==> config.mk <==
export PLATFORM = sky130hd
export DESIGN_NAME = load_store_unit
export DESIGN_NICKNAME = d
export VERILOG_FILES = /design/src/rtl/load_store_unit.sv
export SDC_FILE = /design/constraint.sdc
export NUM_CORES = 1
export LEC_CHECK = 0
export BUFFER_PORTS_ARGS = -buffer_cell sky130_fd_sc_hd__buf_4
export CAP_MARGIN = 15
export CORE_UTILIZATION = 30
export DETAILED_ROUTE_END_ITERATION = 7
export GPL_ROUTABILITY_DRIVEN = 0
export GPL_TIMING_DRIVEN = 0
export MAX_ROUTING_LAYER = met4
export SLEW_MARGIN = 15
export SYNTH_ARGS = -nofsm -noshare
export SYNTH_HDL_FRONTEND = slang
export SYNTH_SLANG_ARGS = --single-unit
==> constraint.sdc <==
create_clock -name clk -period 5.3 [get_ports clk]
set_input_delay 0.53 -clock clk [delete_from_list [all_inputs] [get_ports clk]]
set_output_delay 0.53 -clock clk [all_outputs]
set_load 0.02 [all_outputs]
==> src/rtl/load_store_unit.sv <==
// Memory-access stage: one load/store per req/ack transaction with byte enables, lane replication, load extension.
// Latency: accept + >=1 REQ cycle + 1 DONE cycle. Backpressure: req_ready low and stall high while in flight.
module load_store_unit #(
    parameter int DATA_WIDTH     = 32,
    parameter int TIMEOUT_CYCLES = 255
) (
    input  logic                  clk,
    input  logic                  reset,
    input  logic [DATA_WIDTH-1:0] ALUResult,
    input  logic [DATA_WIDTH-1:0] StoreData,
    input  logic                  MemRead,
    input  logic                  MemWrite,
    input  logic [2:0]            Funct3,
    input  logic                  req_valid,
    output logic                  req_ready,
    output logic                  stall,
    output logic                  mem_req,
    output logic                  mem_we,
    output logic [DATA_WIDTH-1:0] mem_addr,
    output logic [DATA_WIDTH-1:0] mem_wdata,
    output logic [3:0]            mem_be,
    input  logic                  mem_ack,
    input  logic [DATA_WIDTH-1:0] mem_rdata,
    output logic                  done,
    output logic [DATA_WIDTH-1:0] rd_data,
    output logic                  err
);

    localparam int CW = $clog2(TIMEOUT_CYCLES + 1);

    typedef enum logic [1:0] {
        IDLE = 2'd0,
        REQ  = 2'd1,
        DONE = 2'd2
    } state_t;

    state_t                state_q, state_d;
    logic [DATA_WIDTH-1:0] addr_q;
    logic [DATA_WIDTH-1:0] wdata_q;
    logic [DATA_WIDTH-1:0] rd_q;
    logic [3:0]            be_q;
    logic [1:0]            off_q;
    logic [1:0]            size_q;
    logic                  uns_q;
    logic                  we_q;
    logic                  err_q;
    logic [CW-1:0]         cnt_q;

    logic [1:0]            off;
    logic                  f3_ok;
    logic                  misalign;
    logic                  illegal;
    logic                  attempt;
    logic                  accept;
    logic [3:0]            be_n;
    logic [DATA_WIDTH-1:0] wdata_n;
    logic [DATA_WIDTH-1:0] shifted;
    logic [DATA_WIDTH-1:0] load_val;
    logic                  timeout;

    assign off = ALUResult[1:0];

    // Legality and store lane encoding are decided from the raw EX inputs in the accept cycle.
    always_comb begin
        f3_ok    = 1'b0;
        misalign = 1'b0;
        be_n     = 4'hF;
        wdata_n  = StoreData;
        case (Funct3)
            3'b000, 3'b001, 3'b010: f3_ok = 1'b1;
            3'b100, 3'b101:         f3_ok = MemRead && !MemWrite;
            default:                f3_ok = 1'b0;
        endcase
        case (Funct3[1:0])
            2'b01:   misalign = off[0];
            2'b10:   misalign = |off;
            default: misalign = 1'b0;
        endcase
        if (MemWrite) begin
            case (Funct3[1:0])
                2'b00: begin
                    be_n    = 4'b0001 << off;
                    wdata_n = {4{StoreData[7:0]}};
                end
                2'b01: begin
                    be_n    = 4'b0011 << off;
                    wdata_n = {2{StoreData[15:0]}};
                end
                default: begin
                    be_n    = 4'hF;
                    wdata_n = StoreData;
                end
            endcase
        end
    end

    assign illegal = (MemRead && MemWrite) || !f3_ok || misalign;
    assign attempt = (state_q == IDLE) && req_valid && (MemRead || MemWrite);
    assign accept  = attempt && !illegal;
    assign timeout = (cnt_q == CW'(TIMEOUT_CYCLES));

    always_comb begin
        shifted  = mem_rdata >> {off_q, 3'b000};
        load_val = mem_rdata;
        case (size_q)
            2'b00: load_val = uns_q ? {{(DATA_WIDTH-8){1'b0}}, shifted[7:0]}
                                    : {{(DATA_WIDTH-8){shifted[7]}}, shifted[7:0]};
            2'b01: load_val = uns_q ? {{(DATA_WIDTH-16){1'b0}}, shifted[15:0]}
                                    : {{(DATA_WIDTH-16){shifted[15]}}, shifted[15:0]};
            default: load_val = mem_rdata;
        endcase
    end

    always_comb begin
        state_d   = state_q;
        req_ready = 1'b0;
        stall     = 1'b0;
        mem_req   = 1'b0;
        mem_we    = 1'b0;
        mem_addr  = '0;
        mem_wdata = '0;
        mem_be    = 4'h0;
        done      = 1'b0;
        rd_data   = rd_q;
        err       = err_q || (attempt && illegal);
        case (state_q)
            IDLE: begin
                req_ready = 1'b1;
                stall     = accept;
                if (accept) state_d = REQ;
            end
            REQ: begin
                stall     = 1'b1;
                mem_req   = 1'b1;
                mem_we    = we_q;
                mem_addr  = addr_q;
                mem_wdata = wdata_q;
                mem_be    = be_q;
                if (mem_ack)      state_d = DONE;
                else if (timeout) state_d = IDLE;
            end
            DONE: begin
                done    = 1'b1;
                state_d = IDLE;
            end
            default: state_d = IDLE;
        endcase
    end

    always_ff @(posedge clk or negedge reset) begin
        if (!reset) begin
            state_q <= IDLE;
            addr_q  <= '0;
            wdata_q <= '0;
            rd_q    <= '0;
            be_q    <= 4'h0;
            off_q   <= 2'b00;
            size_q  <= 2'b00;
            uns_q   <= 1'b0;
            we_q    <= 1'b0;
            err_q   <= 1'b0;
            cnt_q   <= '0;
        end else begin
            state_q <= state_d;
            err_q   <= 1'b0;
            case (state_q)
                IDLE: begin
                    if (accept) begin
                        addr_q  <= {ALUResult[DATA_WIDTH-1:2], 2'b00};
                        wdata_q <= wdata_n;
                        be_q    <= be_n;
                        off_q   <= off;
                        size_q  <= Funct3[1:0];
                        uns_q   <= Funct3[2];
                        we_q    <= MemWrite;
                        cnt_q   <= '0;
                    end
                end
                REQ: begin
                    if (mem_ack) begin
                        cnt_q <= '0;
                        rd_q  <= we_q ? '0 : load_val;
                    end else if (timeout) begin
                        // Abandon the request; the error is reported the cycle we are back in IDLE.
                        cnt_q <= '0;
                        err_q <= 1'b1;
                    end else begin
                        cnt_q <= cnt_q + CW'(1);
                    end
                end
                DONE: rd_q <= '0;
                default: rd_q <= '0;
            endcase
        end
    end

endmodule

# Yosys cells after proc, flatten, opt, wreduce, memory -nomap -nowiden

Index checks and enable logic that the tools add are counted.

Register bits after elaboration: 115
Latch bits: 0
Bits in writable memories: 0
Bits in read-only memories: 0
Bits of input ports: 105
Output and inout port bits: 106
Logic and storage cells: 85
Memories: 0

Add/sub/neg operators: 1
Multipliers: 0
Div/mod/pow operators: 0
Order comparisons: 0
Eq/ne operators: 13
Shifts and indexed selects: 3
Multiplexer cells: 31
Bitwise gates (word level): 1
Reductions and logical operators: 25

Operators by type and width:

| operator              | number |
|---|---|
| $mux W32              | 7 |
| $pmux W32 S2          | 3 |
| $shr A32 B5 Y16       | 1 |
| $mux W8               | 3 |
| $pmux W8 S2           | 1 |
| $add A8 B1 Y8 const B | 1 |
| $eq A8 B8 Y1 const B  | 1 |
| $mux W4               | 2 |
| $pmux W4 S2           | 1 |
| $reduce_and A2 Y1     | 4 |
| $mux W1               | 7 |
| $eq A2 B1 Y1 const B  | 3 |
| $eq A3 B3 Y1 const B  | 2 |
| $logic_and A1 B1 Y1   | 6 |
| $logic_not A2 Y1      | 3 |
| $mux W2               | 3 |
| $pmux W1 S2           | 3 |
| $eq A2 B2 Y1 const B  | 2 |
| $logic_or A1 B1 Y1    | 4 |
| $ne A2 B2 Y1 const B  | 2 |
| $pmux W2 S2           | 1 |
| $reduce_or A2 Y1      | 2 |
| $shl A1 B2 Y4 const A | 1 |
| $shl A2 B2 Y4 const A | 1 |
| 8 further kinds       | 10 |

# Longest topological paths before layout

Depth in word-level cells: 10
Depth in mapped cells: 9
Depth with buffers taken out: 7

# Least setup slack after synthesis

OpenSTA, ideal clock, no wires.

Path kind: input-to-output
Start point: input port Funct3[0]
End point: output port stall
Arrival: 1.655 ns
Required time: 4.770 ns
Setup slack: 3.115 ns
Stages: 6
Buffers on the path: 0
Cells stage by stage: inv_1 > ha_1 > nand2b_1 > a2111oi_4 > a21oi_1 > inv_1

Cells in the longest elaborated chain, start to end: 9
Elaborated cells between the ends (all ways): 17
Those cells by class: eq/ne (6); mux (3); reduce/logical (8)

Ends and longest elaborated chain:

| element                                                     | line | text |
|---|---|---|
| start: declaration                                          | 13   | `input logic [2:0] Funct3,` |
| $eq A3 B1 Y1 (tied with other cells)                        | 69   | `case (Funct3)` |
| $reduce_or A3 Y1 / $reduce_or A2 Y1 (equally long branches) | 69   |  |
| $pmux W1 S2                                                 | 69   |  |
| $logic_not A1 Y1                                            | 97   | `assign illegal = (MemRead && MemWrite) \|\| !f3_ok \|\| misalign;` |
| $logic_or A1 B1 Y1                                          | 97   |  |
| $logic_or A1 B1 Y1 (*)                                      | 97   |  |
| $logic_not A1 Y1 (*)                                        | 99   | `assign accept = attempt && !illegal;` |
| $logic_and A1 B1 Y1 (*)                                     | 99   |  |
| $pmux W1 S2 (*)                                             | 126  | `case (state_q)` |
| end: declaration                                            | 16   | `output logic stall,` |

Mark *: on every way between the ends. The rest lies on a longest branch, timed or not.

# Worst setup path in the final report

Start point: register state_q[1]
End point: output port mem_addr[27]

Cells in the longest elaborated chain, start to end: 2

Ends and longest elaborated chain:

| element                  | line | text |
|---|---|---|
| start: declaration       | 37   | `state_t state_q, state_d;` |
| start signal: assignment | 164  | `state_q <= state_d;` |
| $eq A2 B1 Y1             | 126  |  |
| $mux W32                 | 126  |  |
| end: declaration         | 19   | `output logic [DATA_WIDTH-1:0] mem_addr,` |

Every way passes these cells.

==> results.json <==
{
  "die_w_um": 140,
  "ys_top_cells_by_area": "dfrtp_1, and2_1, a221o_1",
  "first_global_vias": 4988,
  "hpwl_mm": 13.2,
  "maxSlewHeadroom": 0.612,
  "path_clk_slew_ns": 0.06,
  "syn_to_final_growth_pct": 43.6,
  "top_usage_layer": "met2",
  "via_per_inst": 4.91,
  "cts_tree": "yes",
  "setup.worst_path.class": "reg -> out",
  "core-area_sq_mm": 0.0187,
  "post_cts_resized": 0,
  "syn_area_per_cell_sq_um": 10.5,
  "ys_seq_elements": 115,
  "floorplan.rows": 50,
  "cp.required_ns": 4.77,
  "swShare": 0.313,
  "use_met2": 0.284,
  "worst_setup_path_end_kind": "primary output",
  "routedWlPerCell_um": 17.4,
  "combPwrFrac": 0.275,
  "fmax_mhz": 378,
  "ir_drop_mv": 0.216,
  "status": "finished clean",
  "drt-initial-drc-count": 266,
  "hold_viol": 0,
  "max-clock-path-buffers": 2,
  "power_density_mw_per_mm2": 406,
  "rsz0062_at_grt": "false",
  "detail-route-antenna-nets": 0,
  "cts_buffers": 17,
  "synth_edf_count": 0,
  "yosysTopAreaCellShare": 0.501,
  "switchingPower_mw": 1.04,
  "crit_path_max_fanout": 10,
  "min_period_ns": 2.64,
  "vias": 5026,
  "clk_latency_ns": 0.41,
  "ios": 211,
  "drv_cap": 0,
  "p_leak_nw": 4.07,
  "arrival_ns": 2.11,
  "diodes": 0,
  "synth_cell_types": 50,
  "syn_area_sq_mm": 0.00574,
  "grtUsageMet1": 0.257,
  "clockRootBuffer": "clkbuf_16",
  "fin_tns_setup_ns": 0,
  "synth_top_area_cell": "dfrtp_1",
  "hp-class": "in -> async",
  "met3_usage": 0.0513,
  "p_int_mw": 2.30,
  "async_reset_ff_frac": 1.00,
  "initial_core_util": 0.307,
  "power_frac_clock": 0.357,
  "skew_ns": 0.00939,
  "drc_errors": 0,
  "yosysSeqAreaShare": 0.501,
  "clock_sinks": 115,
  "finalSetupViolations": 0,
  "dieArea_sq_mm": 0.0197,
  "cts_hold_buf": 0,
  "slew_violations": 0,
  "drive_gt1_frac": 0.363,
  "postCtsSetupRepairBufs": 0,
  "fp.dieH_um": 140,
  "antenna_found_initial": 0,
  "drt_first_pass_iters": 5,
  "power.total_mw": 3.34,
  "grt_usage": 0.191,
  "nets": 886,
  "ys.flop_type": "dfrtp_1",
  "grt_pass1_wl_mm": 28.0,
  "htreeDepth": 4,
  "portBuffers": 208,
  "synthCells": 548,
  "worst_slew_pin_slew_ns": 0.576,
  "cp-start-kind": "register",
  "p_seq_frac": 0.368,
  "grt_max_degree": 78,
  "grt_overflow_total": 0,
  "fin_crit_sh": 0.499,
  "yosys_warnings": 0,
  "finalWirelength_mm": 17.8
}
## cells in the final DEF, fill, tap and decap left out, types with 3 or more instances in the layout
master	instances
buf_4	210
dfrtp_1	115
and2_1	69
nand2_1	50
a21oi_1	42
clkbuf_1	27
o21ai_0	25
nor2_1	24
a221o_1	23
mux2_1	19
clkbuf_16	17
mux2_2	16
o21ai_1	13
nor2b_1	12
a22oi_1	12
mux2i_1	12
inv_1	9
mux2_4	9
buf_2	9
nand2b_1	6
o221ai_1	6
a22o_1	5
nand3_1	4
ha_1	4
clkinv_2	4
a31oi_1	3
clkinvlp_4	3
clkinv_4	3
bufinv_16	3
## cells in the mapped netlist (all sizes together), types with 12 or more instances
cell,count
o21ai,38
mux2i,12
mux2,44
clkbuf,27
nor2,24
dfrtp,115
a22oi,12
a221o,23
nor2b,12
nand2,51
buf,13
and2,69
a21oi,42
## sequential cells by signal, summed over array words and instances, names as in the netlist, 2 cells and up
name and cells:
rd_data 32, cnt_q 8, be_q 4, off_q 2
state_q 2, wdata_q 32, size_q 2, addr_q 30
## power groups by stage
stage | registers (mW) | clock network (mW) | logic, mW
3_5_place_dp | 1.24 | 0 | 0.923
2_1_floorplan | 1.30 | 0 | 0.457
3_3_place_gp | 1.23 | 0 | 0.909
5_1_grt | 1.26 | 1.26 | 0.996
4_1_cts | 1.23 | 1.21 | 0.926
6_report | 1.23 | 1.19 | 0.919
## critical path, cell delays in order, from the launching register on
cell and delay, ns:
dfrtp_1 0.43, nand2b_1 0.22, inv_1 0.32, clkbuf_1 0.40, and2_1 0.20, buf_4 0.14
## area by class of cell
| class | instances | area [sq um] |
|---|---|---|
| timing repair buffer | 209 | 1590 |
| buffer | 40 | 180 |
| tap | 234 | 293 |
| clock buffer | 19 | 453 |
| clock inverter | 13 | 159 |
| multi-input combinational | 385 | 2650 |
| fill | 1856 | 10500 |
| sequential | 115 | 2880 |
| inverter | 9 | 33.8 |
## cells by family after synthesis
family | Yosys count | synth area share
buf+inv | 49 | 0.0373
compound gates | 142 | 0.169
other cells | 1 | 0.000653
xor+xnor | 3 | 0.00458
mux | 57 | 0.117
fa+ha+maj | 4 | 0.00872
flops | 115 | 0.501
simple gates | 177 | 0.161
## routing by layer
metal,up-vias,routed length [um]
met2,197,8030
met5,-,0
met4,0,140
met1,2424,8320
met3,7,1310
li1,2398,-
## per-stage QoR
| step | util | cell area [sq um] | hold slack, ns | instances | setup slack [ns] |
|---|---|---|---|---|---|
| floorplan | - | 5740 | 0.234 | 549 | 3.12 |
| global placement | 0.406 | 7600 | 0.453 | 991 | 2.65 |
| detailed placement | 0.408 | 7630 | 0.460 | 992 | 2.65 |
| CTS | 0.441 | 8240 | 0.0267 | 1024 | 2.57 |
| global route | 0.441 | 8240 | 0.0409 | 1024 | 2.46 |
| finish | 0.441 | 8240 | 0.0197 | 1024 | 2.66 |
## worst paths after layout
kind                                    from           end  slack, ns  depth (start not counted)
worst max register to register    state_q[1]   rd_data[24]       3.12                          6
worst max-delay path              state_q[1]  mem_addr[27]       2.66                          5
worst min-delay path                   reset    rd_data[3]       0.02                          1
max in group asynchronous              reset   wdata_q[10]       4.57                          2
min in group clk                ALUResult[5]     addr_q[5]       0.33                          2
worst min register to register    rd_data[4]    rd_data[4]       0.47                          2
No activity file was read; power rests on OpenSTA's default activity.
